File: src/rtl/jump_ctrl.sv
`default_nettype none
// ============================================================================
// Module   : jump_ctrl
// Brief    : Jump-target generator. It selects the PC target from a writable
//            LUT or from a return-address stack.
//            The return-address stack, op_ret handling and the sticky flags
//            are built only when JUMP_CTRL_RAS_EN is defined.
// Revision : 1.0 - initial release
// ============================================================================
module jump_ctrl #(
    parameter int D = 10,
    parameter int L = 5,
    parameter int S = 4
) (
    input  logic                     clk,
    input  logic                     reset,
    input  logic [D-1:0]             prog_ctr,
    input  logic                     op_jump,
    input  logic                     op_branch,
    input  logic                     op_call,
    input  logic                     op_ret,
    input  logic                     cond,
    input  logic [L-1:0]             lut_idx,
    input  logic                     lut_we,
    input  logic [L-1:0]             lut_waddr,
    input  logic [D-1:0]             lut_wdata,
    output logic                     jmp_en,
    output logic [D-1:0]             absaddress,
    output logic [$clog2(S+1)-1:0]   ras_depth,
    output logic                     ras_ovf,
    output logic                     ras_unf
);

    localparam int c_DW      = $clog2(S + 1);
    localparam int c_ENTRIES = 2 ** L;

    logic [D-1:0] r_lut [c_ENTRIES];
    logic [D-1:0] w_lut_rd;
    logic         w_jmp;
    logic [D-1:0] w_addr;

    // Asynchronous read; a same-index write lands at the edge, so the old value is seen this cycle
    assign w_lut_rd = r_lut[lut_idx];

    always_ff @(posedge clk) begin
        if (reset) begin
            for (int i = 0; i < c_ENTRIES; i++) begin
                r_lut[i] <= '0;
            end
        end else if (lut_we) begin
            r_lut[lut_waddr] <= lut_wdata;
        end
    end

`ifdef JUMP_CTRL_RAS_EN
    logic [D-1:0]    r_ras [S];
    logic [c_DW-1:0] r_depth;
    logic            r_ovf;
    logic            r_unf;
    logic [D-1:0]    w_top;
    logic [D-1:0]    w_ret_addr;
    logic            w_empty;
    logic            w_full;
    logic            w_push;
    logic            w_pop;
    logic            w_ovf_set;
    logic            w_unf_set;

    assign w_ret_addr = prog_ctr + D'(1);
    assign w_empty    = (r_depth == '0);
    assign w_full     = (r_depth == c_DW'(S));

    // Entry depth-1 is the top of stack
    always_comb begin
        w_top = '0;
        for (int i = 0; i < S; i++) begin
            if (r_depth == c_DW'(i + 1)) begin
                w_top = r_ras[i];
            end
        end
    end

    always_comb begin
        w_jmp     = 1'b0;
        w_addr    = '0;
        w_push    = 1'b0;
        w_pop     = 1'b0;
        w_ovf_set = 1'b0;
        w_unf_set = 1'b0;
        if (op_ret) begin
            if (!w_empty) begin
                w_jmp  = 1'b1;
                w_addr = w_top;
                w_pop  = 1'b1;
            end else begin
                w_unf_set = 1'b1;
            end
        end else if (op_call) begin
            w_jmp  = 1'b1;
            w_addr = w_lut_rd;
            if (w_full) begin
                w_ovf_set = 1'b1;
            end else begin
                w_push = 1'b1;
            end
        end else if (op_jump) begin
            w_jmp  = 1'b1;
            w_addr = w_lut_rd;
        end else if (op_branch && cond) begin
            w_jmp  = 1'b1;
            w_addr = w_lut_rd;
        end
    end

    always_ff @(posedge clk) begin
        if (reset) begin
            r_depth <= '0;
            r_ovf   <= 1'b0;
            r_unf   <= 1'b0;
            for (int i = 0; i < S; i++) begin
                r_ras[i] <= '0;
            end
        end else begin
            if (w_push) begin
                for (int i = 0; i < S; i++) begin
                    if (r_depth == c_DW'(i)) begin
                        r_ras[i] <= w_ret_addr;
                    end
                end
                r_depth <= r_depth + c_DW'(1);
            end else if (w_pop) begin
                r_depth <= r_depth - c_DW'(1);
            end
            if (w_ovf_set) begin
                r_ovf <= 1'b1;
            end
            if (w_unf_set) begin
                r_unf <= 1'b1;
            end
        end
    end

    assign ras_depth = r_depth;
    assign ras_ovf   = r_ovf;
    assign ras_unf   = r_unf;
`else
    logic w_unused;

    // Without a stack, a call is a plain jump and ret drops out of the priority chain
    always_comb begin
        w_jmp  = 1'b0;
        w_addr = '0;
        if (op_call || op_jump) begin
            w_jmp  = 1'b1;
            w_addr = w_lut_rd;
        end else if (op_branch && cond) begin
            w_jmp  = 1'b1;
            w_addr = w_lut_rd;
        end
    end

    assign w_unused  = &{1'b0, op_ret, prog_ctr};
    assign ras_depth = '0;
    assign ras_ovf   = 1'b0;
    assign ras_unf   = 1'b0;
`endif

    assign jmp_en     = w_jmp;
    assign absaddress = w_addr;

endmodule
`default_nettype wire

File: config.mk
export PLATFORM = sky130hd
export DESIGN_NAME = jump_ctrl
export DESIGN_NICKNAME = d
export VERILOG_FILES = /design/src/rtl/jump_ctrl.sv
export SDC_FILE = /design/constraint.sdc
export NUM_CORES = 1
export LEC_CHECK = 0
export BUFFER_PORTS_ARGS = -buffer_cell sky130_fd_sc_hd__clkbuf_2
export CORE_ASPECT_RATIO = 1.5
export CORE_MARGIN = 2
export CORE_UTILIZATION = 60
export DETAILED_ROUTE_END_ITERATION = 16
export GPL_TIMING_DRIVEN = 0
export PLACE_DENSITY_LB_ADDON = 0.25
export SYNTH_ARGS = -nofsm -noshare
export SYNTH_HDL_FRONTEND = slang
export SYNTH_SLANG_ARGS = --single-unit
File: constraint.sdc
create_clock -name clk -period 3.35 [get_ports clk]
set_input_delay 0.335 -clock clk [delete_from_list [all_inputs] [get_ports clk]]
set_output_delay 0.335 -clock clk [all_outputs]
set_load 0.1 [all_outputs]
Yosys cells after proc, flatten, opt, wreduce, memory -nomap -nowiden:

Memory sizes are Yosys's and may differ from the RTL's.
Cells that the tools add are included.

* reduce and logical (&&, ||, !) cells: 3
* multiplexer cells: 12

Operator list (count)
* 10-bit 2-to-1 mux: 3
* 10-bit OR reduction: 1
* 1-bit 2-to-1 mux: 8
* 5-bit 2-to-1 mux: 1
* 1-bit logical AND: 1
* 1-bit logical OR: 1

* register bits after elaboration: 0
* memories kept: 1
* bits in writable memories: 320
* word-level logic and storage cells: 16

Memories
* r_lut: depth 32, width 10, rd ports 1, clocked after memory_dff 0, write ports 32, RTL line 37 `logic [D-1:0] r_lut [c_ENTRIES];`

Logic depth before layout (Yosys ltp):

Gate-level depths: netlist (run 1).

* word-level depth: 5
* depth in mapped cells: 8

Least setup slack after synthesis (run 1):

Ideal clock, no wire load.

* path type: in2out
* from: input lut_idx[1]
* to: output absaddress[3]
* arrival time: 3.020 ns
* required time: 3.015 ns
* buffers on the path: 4
* slack: -0.005 ns
* stages on the path: 8
* cell sequence: buf_6 -> buf_12 -> buf_8 -> nor2b_4 -> buf_6 -> a221oi_1 -> o21ai_0 -> a31oi_1

* word-level cells in the longest chain between the ends: 3

RTL lines
* from (decl): RTL line 23 `input logic [L-1:0] lut_idx,`
* memory 32 x 10 bit *
* 10-bit 2-to-1 mux: RTL line 156 `end else if (op_branch && cond) begin`
* 10-bit 2-to-1 mux *: RTL line 153 `if (op_call || op_jump) begin`
* to (decl): RTL line 28 `output logic [D-1:0] absaddress,`

Mark *: on every way between the ends. The rest lies on a longest branch, timed or not.

Final worst setup path (run 1):

* from: memory r_lut[5][4]
* to: output absaddress[4]

* word-level cells in the longest chain between the ends: 3

RTL lines (RTL line)
* from (decl): 37
* memory 32 x 10 bit *
* 10-bit 2-to-1 mux: 156
* 10-bit 2-to-1 mux *: 153

Marked as above.

==> results.md, run 1 <==
Die:
- The region available for standard cell placement spans between 20000 and 25000 um^2.
- Row generation in the floorplan step produced 71 rows.
- Measured along the x axis, the die boundary spans 134 um.
- The die boundary height is 199 um.
- The die covers 26600 um^2.
- Pin placement for this block handled 54 I/O pins.
- For this configuration, the core starts out at a cell density of 60.7%.

Power and ir drop:
- The part of the power in registers is 54.1%.
- The cell leakage power is 5.90 nW.
- The internal power consumption is 6.56 mW.
- The switching power share of the total is between 20% and 30%.
- For this design the ratio of total power to cell area is 520 nW/um^2.
- IR analysis of the VDD net gives a maximum drop of 0.366 mV.
- In this run the power spent charging and discharging nets is ~2.1 mW.
- The design draws 8.63 mW.
- In this run, the clock network consumes between 30% and 40% of the power.
- The part of the total power dissipated in combinational logic is 10.3%.

STA:
- After layout, the worst path uses between 80% and 90% of the clock period.
- Setup repair after global routing left no endpoint under its margin.
- The worst hold slack is 201 ps.
- The top achievable clock speed is 0.343 GHz.
- For the pin with the worst max-slew slack, the measured transition is 768 ps.
- After routing, the total negative slack on setup checks comes to 0 ps.
- The final number of setup-violating endpoints is 0.
- The final number of max-transition violations was 0.
- For the finished layout, the period the worst path requires is a little under 3000 ps.
- The final-report hold violation count came to 0.
- The final worst slack is 436 ps.
- Measured against its own limit, the worst slew margin works out to approximately 49%.

Min path:
- The path class of the tightest hold or removal check is in2reg.
- The path with the worst hold slack has its endpoint at r_lut[15][2].
- The launch instance of the worst min-delay path is lut_wdata[2].
- The number of cells on the worst hold path is 2.

Synthesis:
- The number of warnings reported in the yosys synthesis log is 0.
- The sequential cell area fraction in the yosys report is a little under two thirds.
- The most common flop cell mapped by yosys is edfxtp_1.
- The synthesized cell area is about 15000 um^2.
- In the synthesized netlist the async set-or-reset flop fraction comes to 0%.
- Counting flops with a built-in enable in the synthesized netlist gives 320.
- By area the synthesized netlist is led by edfxtp_1 (63%), and2_1 (13%), mux4_2 (7.4%), mux4_1 (3.5%), mux2i_1 (2.6%).
- Synthesis handed over a netlist of 994 instances.
- The synthesized design contains 320 register bits.
- Counting instances in the post-synthesis netlist gives the leading cell types as and2_1 (321), edfxtp_1 (320), clkbuf_1 (69).
- edfxtp_1 takes more of the synthesized area than any other cell.
- The synthesized design devotes to its leading area cell type a little under two thirds of total area.
- By instance count, the leading cell after synthesis is and2_1.
- The unique cell type count in the Yosys netlist is 38.
- Averaged over all synthesized cells, the footprint is 15.2 um^2.

Setup path:
- The most critical setup path has its startpoint at r_lut[5][4].
- The data required time of the worst path is 3010 ps.
- The critical path data arrival time is around 2600 ps.
- The worst setup path is of the reg2out kind.
- The largest single stage delay on the critical path is 490 ps.
- The largest fanout on the critical path is 1.
- The worst setup path is launched from a flip-flop.
- Traced cell by cell, the critical path runs through mux4_2 > mux2i_1 > a221o_1 > a31oi_1 > clkbuf_2.
- The worst setup path is captured at an output pin.
- On the critical path, the stage with the largest delay is an instance of mux4_2.

Cells and area:
- The number of flip-flops in the largest register is 320.
- The finished cells cover roughly 17000 um^2.
- The post-layout net count is 1101.
- The antenna diode count is 0.
- The most flop-heavy register is r_lut.
- The final cell utilization of the core is 66.5%.
- The post-route netlist has 17.2% of its cells at a drive strength greater than 1.
- The area added between synthesis and finish is 9.55%.
- The largest registers in the layout are r_lut: 320 flops.
- Once layout is complete, the cells apart from fillers number between 1000 and 1500.

Placed design:
- The detailed placer's ending HPWL is 25.9 mm.
- During placement, the flow inserted port buffers numbering 34.
- At the placement stage, the worst setup path has a slack of roughly 650 ps.
- The cell count after placement is 1360.
- The global placement routability congestion is 0.873.
- Once placement finished, the instance area stood at 15800 um^2.

Global route:
- The first global-routing pass estimated 52.4 mm of wire.
- The total track usage is ~28%.
- The number of antenna violations at the first check in global routing came to 1.
- The number of global-route vias before repair is 8682.
- The pin count of the biggest net entering global routing is 15.
- After global routing the overflow that remains totals 0.

Routing:
- In the final routed layout, each cell accounts on average for 25.6 um.
- For this block, the routed nets add up to 36.0 mm of wire.
- Before antenna repair, the detailed router went through 7 iterations.
- The detailed router finished its first iteration with 894 violations.
- The detail route stage leaves a number of antenna-violating nets equal to 0.
- The number of design rule violations left after detail routing is 0.
- In the routed layout, each cell is associated on average with a via count of ~6.
- The routed layout has 8490 vias.

Clock tree:
- After clock tree synthesis, the clock-pin slew on the worst setup and hold paths is about 70 ps.
- The buffer count from post-CTS setup fixing is 0.
- The count of cells resized by post-cts repair is 0.
- The hold buffer count at cts is 0.
- The number of levels in the clock H-tree is 1.
- The TritonCTS clock tree is done.
- The number of buffers created by CTS is 29.
- The root buffer cell chosen for the clock tree is clkbuf_16.
- The maximum buffer depth of the clock tree is 3.
- The clock sink count is 320.

Job:
- The max capacitance violation total is 0.

Outcome:
- The flow ran to the end, and the final reports show no timing, DRC or antenna violations.
[layer usage]
layer	GRT usage (%)	routed length [um]
met5	0	0
met3	4.03	2340
met2	49.1	18600
met4	14.5	2110
met1	32.2	13000
[kinds of logic after synthesis]
logic type,Yosys count,share of synthesized area (%)
buf+inv,103,4.10
simple gates,413,16.5
other cells,1,0.0247
mux,110,13.5
compound gates,47,2.39
flops,320,63.4
[worst max-delay path by stage]
stage	end	depth (start not counted)
floorplan	absaddress[1]	8
global placement	absaddress[4]	7
detailed placement	absaddress[4]	7
CTS	absaddress[8]	5
global route	absaddress[8]	5
finish	absaddress[4]	5
[placed cells by master, fill, tap and decap left out, types with 10 or more instances in the layout]
cell type / netlist / routed
clkbuf_2: 0 / 34
clkbuf_16: 0 / 29
clkbuf_1: 69 / 77
a22oi_1: 10 / 10
nor2_1: 36 / 36
mux4_1: 20 / 20
or2_2: 32 / 32
mux2i_1: 40 / 40
edfxtp_1: 320 / 320
mux4_2: 50 / 50
and2_1: 321 / 321
clkinv_1: 0 / 10
a221o_1: 10 / 10
[power by group through the flow]
| stage | Combinational [mW] | Sequential [mW] | Clock, mW |
|---|---|---|---|
| 2_1_floorplan | 0.621 | 4.72 | 0 |
| 3_3_place_gp | 0.874 | 4.74 | 0 |
| 3_5_place_dp | 0.884 | 4.76 | 0 |
| 4_1_cts | 0.885 | 4.67 | 3.06 |
| 5_1_grt | 0.919 | 4.68 | 3.18 |
| 6_report | 0.889 | 4.67 | 3.07 |
[final cells by class]
| type | count | area, um^2 |
|---|---|---|
| Inverter | 2 | 7.51 |
| Tap cell | 328 | 410 |
| Buffer | 101 | 613 |
| Clock inverter | 13 | 83.8 |
| Multi-Input combinational cell | 575 | 4950 |
| Clock buffer | 37 | 756 |
| Fill cell | 1741 | 8360 |
| Timing Repair Buffer | 34 | 170 |
| Sequential cell | 320 | 9610 |
[worst max-delay path: cells and delay by family, from the launching register on]
family / cells / cell delay (ps)
buffers and inverters: 1 / 390
AOI/OAI and AO/OA: 2 / 360
muxes: 2 / 900
DFF: 1 / 380
No activity file was read; power rests on OpenSTA's default activity.
==> run 2: changes to the inputs <==
CELL_PAD_IN_SITES_DETAIL_PLACEMENT = 0   (was not set)
CELL_PAD_IN_SITES_GLOBAL_PLACEMENT = 1   (was not set)
CORE_UTILIZATION = 57   (was 60)
RECOVER_POWER = 25   (was not set)
==> run 2 against run 1 <==
Combinational power increased by 0.4%. Final cell count increased by 0.64%. Non-clock buffer count unchanged. Fmax increased by 0.41%. Largest power group unchanged. Largest cell class unchanged. Via count decreased by 0.94%. Highest routed layer unchanged. Critical endpoint is now absaddress[3]. Hold slack got worse by 27 ps. Clock power increased by 6%. Critical path depth unchanged. Cell area increased by 0.42%. Total power increased by 2.1%. Sequential power about the same. Count of clock-buffer cells in the layout decreased by 1.
==> results.md, run 2 (same netlist as run 1, synthesis figures left out) <==
STA:
- The final worst slack is 448 ps (+11.8 ps).
- The top achievable clock speed is 0.345 GHz (+0.41%).
- The period utilization is 86.6% (-0.35 points).
- The relative max-transition margin is 41.2% (-7.6 points).
- The final number of setup-violating endpoints is 0 (unchanged).
- Setup repair after global routing left no endpoint under its margin.
- The final-report hold violation count is 0 (unchanged).
- The final number of max-transition violations is 0 (unchanged).
- The shortest period the worst path allows is 2900 ps (-11.8 ps).
- The transition time at the pin with the least slew margin came to 882 ps (+114 ps).
- The final setup TNS is 0 ps (unchanged).

Setup path:
- The worst stage delay on the critical path is 490 ps (about the same).
- The kind of critical path is reg2out.
- The critical path data arrival time is 2570 ps (about the same).
- The critical path goes through mux4_2 > mux2i_1 > a221o_1 > a31oi_2 > clkbuf_2.
- The startpoint kind of the worst setup timing path is a flip-flop.
- The data required time of the worst path was 3010 ps (about the same).
- The largest individual stage delay along the critical path comes from the cell mux4_2.
- The type of destination of the critical path is an output pin.
- The largest fanout on the critical path is 1 (unchanged).

Cells and area:
- The antenna diode count is 0 (unchanged).
- More flip-flops sit in one register than any other, and that register is r_lut.
- The final cell area excluding filler cells is 16700 um^2 (+0.42%).
- Relative to the synthesized area, the layout overhead comes to 10.0%.
- The number of flip-flops in the largest register was 320 (unchanged).
- The share of cells above drive strength 1 was 16.9% (-0.28 points).
- Leaving out fill and tap cells, the most frequent cell in the layout is edfxtp_1.
- The post-layout net count is 1100 (-0.091%).
- In the layout the commonest cells are edfxtp_1 (320), and2_1 (289), clkbuf_1 (77).
- The largest registers in the layout are r_lut: 320 flops.

Routing:
- The final routed wire length divided by cell count is 26.2 um (+2.4%).
- The number of design rule violations left after detail routing is 0 (unchanged).
- The first-pass detailed-route iteration total came to 5 (-2).
- The via density per instance was 5.93 (-1.6%).
- The post-route antenna net violation count is 0 (unchanged).
- The via count of the routed design is 8410 (-0.94%).
- The total wire length came to 37.2 mm (+3.1%).
- The starting DRC count in detailed routing is 861 (-3.7%).

Die:
- The starting utilization of the core area is 57.6% (-3.1 points).
- The core region area came to 26300 um^2 (+5.4%).
- The horizontal die dimension is 137 um (+2.5%).
- The I/O pin count is 54 (unchanged).
- The die boundary height is 204 um (+2.5%).
- The cell row count is 73 (+2.8%).
- The die footprint is 27900 um^2 (+5.1%).

Global route:
- The total track usage was 27.7% (+0.18 points).
- The first-pass GRT wire length came to 54.6 mm (+4.2%).
- The pin count of the biggest net entering global routing is 17 (+2).
- The global route total overflow is 0 (unchanged).
- The number of global-route vias before repair is 8495 (-2.2%).
- The number of antenna violations at the first check in global routing was 0 (-1).

Placed design:
- The detailed placer's ending HPWL came to 26.4 mm (+2.1%).
- The setup slack at placement is 625 ps (-23.0 ps).
- The port buffer count came to 34 (unchanged).
- The global placement routability congestion is 0.900 (+3.2%).
- The cell area after placement is 15800 um^2 (about the same).

Min path:
- The class of the tightest hold or removal check is in2reg.

Clock tree:
- The clock root buffer is clkbuf_16.
- The number of buffers created by CTS is 28 (-3.4%).
- The maximum buffer depth of the clock tree is 3 (unchanged).
- The number of levels in the clock H-tree is 1 (unchanged).
- The CTS clock-pin slew for the worst setup and hold paths is 70 ps (about the same).
- The clock sink count was 320 (unchanged).
- The hold buffer count at cts came to 0 (unchanged).
- TritonCTS built the clock tree.
- The buffer count from post-CTS setup fixing is 0 (unchanged).
- The count of cells resized by post-cts repair is 0 (unchanged).

Power and ir drop:
- The power per unit of standard cell area is 529 nW/um^2 (+1.7%).
- The cell leakage power is 5.88 nW (-0.43%).
- The peak supply drop is 0.415 mV (+13%).

Job:
- The max capacitance violation total was 0 (unchanged).

Outcome:
- The flow ran to the end, and the final reports show no timing, DRC or antenna violations.
run 2: path summary, 6_finish.rpt:
path / from / endpoint / depth (start not counted)
worst max-delay path: r_lut[6][3] / absaddress[3] / 5
worst min-delay path: lut_wdata[2] / r_lut[15][2] / 2
run 2: through the flow:
step | util, % | cells | total power, mW | hold slack, ps
finish | 63.4 | 1419 | 8.81 | 175
global route | 63.4 | 1419 | 9.02 | 170
CTS | 63.4 | 1419 | 8.83 | 151
detailed placement | 60.0 | 1369 | 5.65 | 736
global placement | 60.0 | 1369 | 5.63 | 747
floorplan | - | 998 | 5.35 | 533
run 2: layout make-up:
cell class / count / area (um^2)
multi-input cells: 575 / 4950
flip-flops and latches: 320 / 9610
repair buffers: 34 / 169
plain buffers: 101 / 613
clock buffers: 36 / 752
inverters: 2 / 7.51
clock inverters: 14 / 148
well taps: 337 / 422
fillers: 1969 / 9630
run 2: layer usage:
layer	track usage (%)	wire length, um	vias up	share of wire (%)
met3	2.96	1950	77	5.3
met4	11.6	1700	0	4.6
li1	-	-	3765	-
met1	34.6	13800	4225	37
met5	0	0	-	0
met2	48.8	19700	343	53
run 2: power by group:
| group | switching (mW) | internal [mW] |
|---|---|---|
| sequential | 0.0568 | 4.61 |
| combinational | 0.603 | 0.289 |
| clock | 1.44 | 1.81 |
run 2: worst max-delay path, delay by kind of cell (launching register included):
family	cells	cell delay, ps
flops	1	370
mux	2	890
compound gates	2	380
buf+inv	1	380
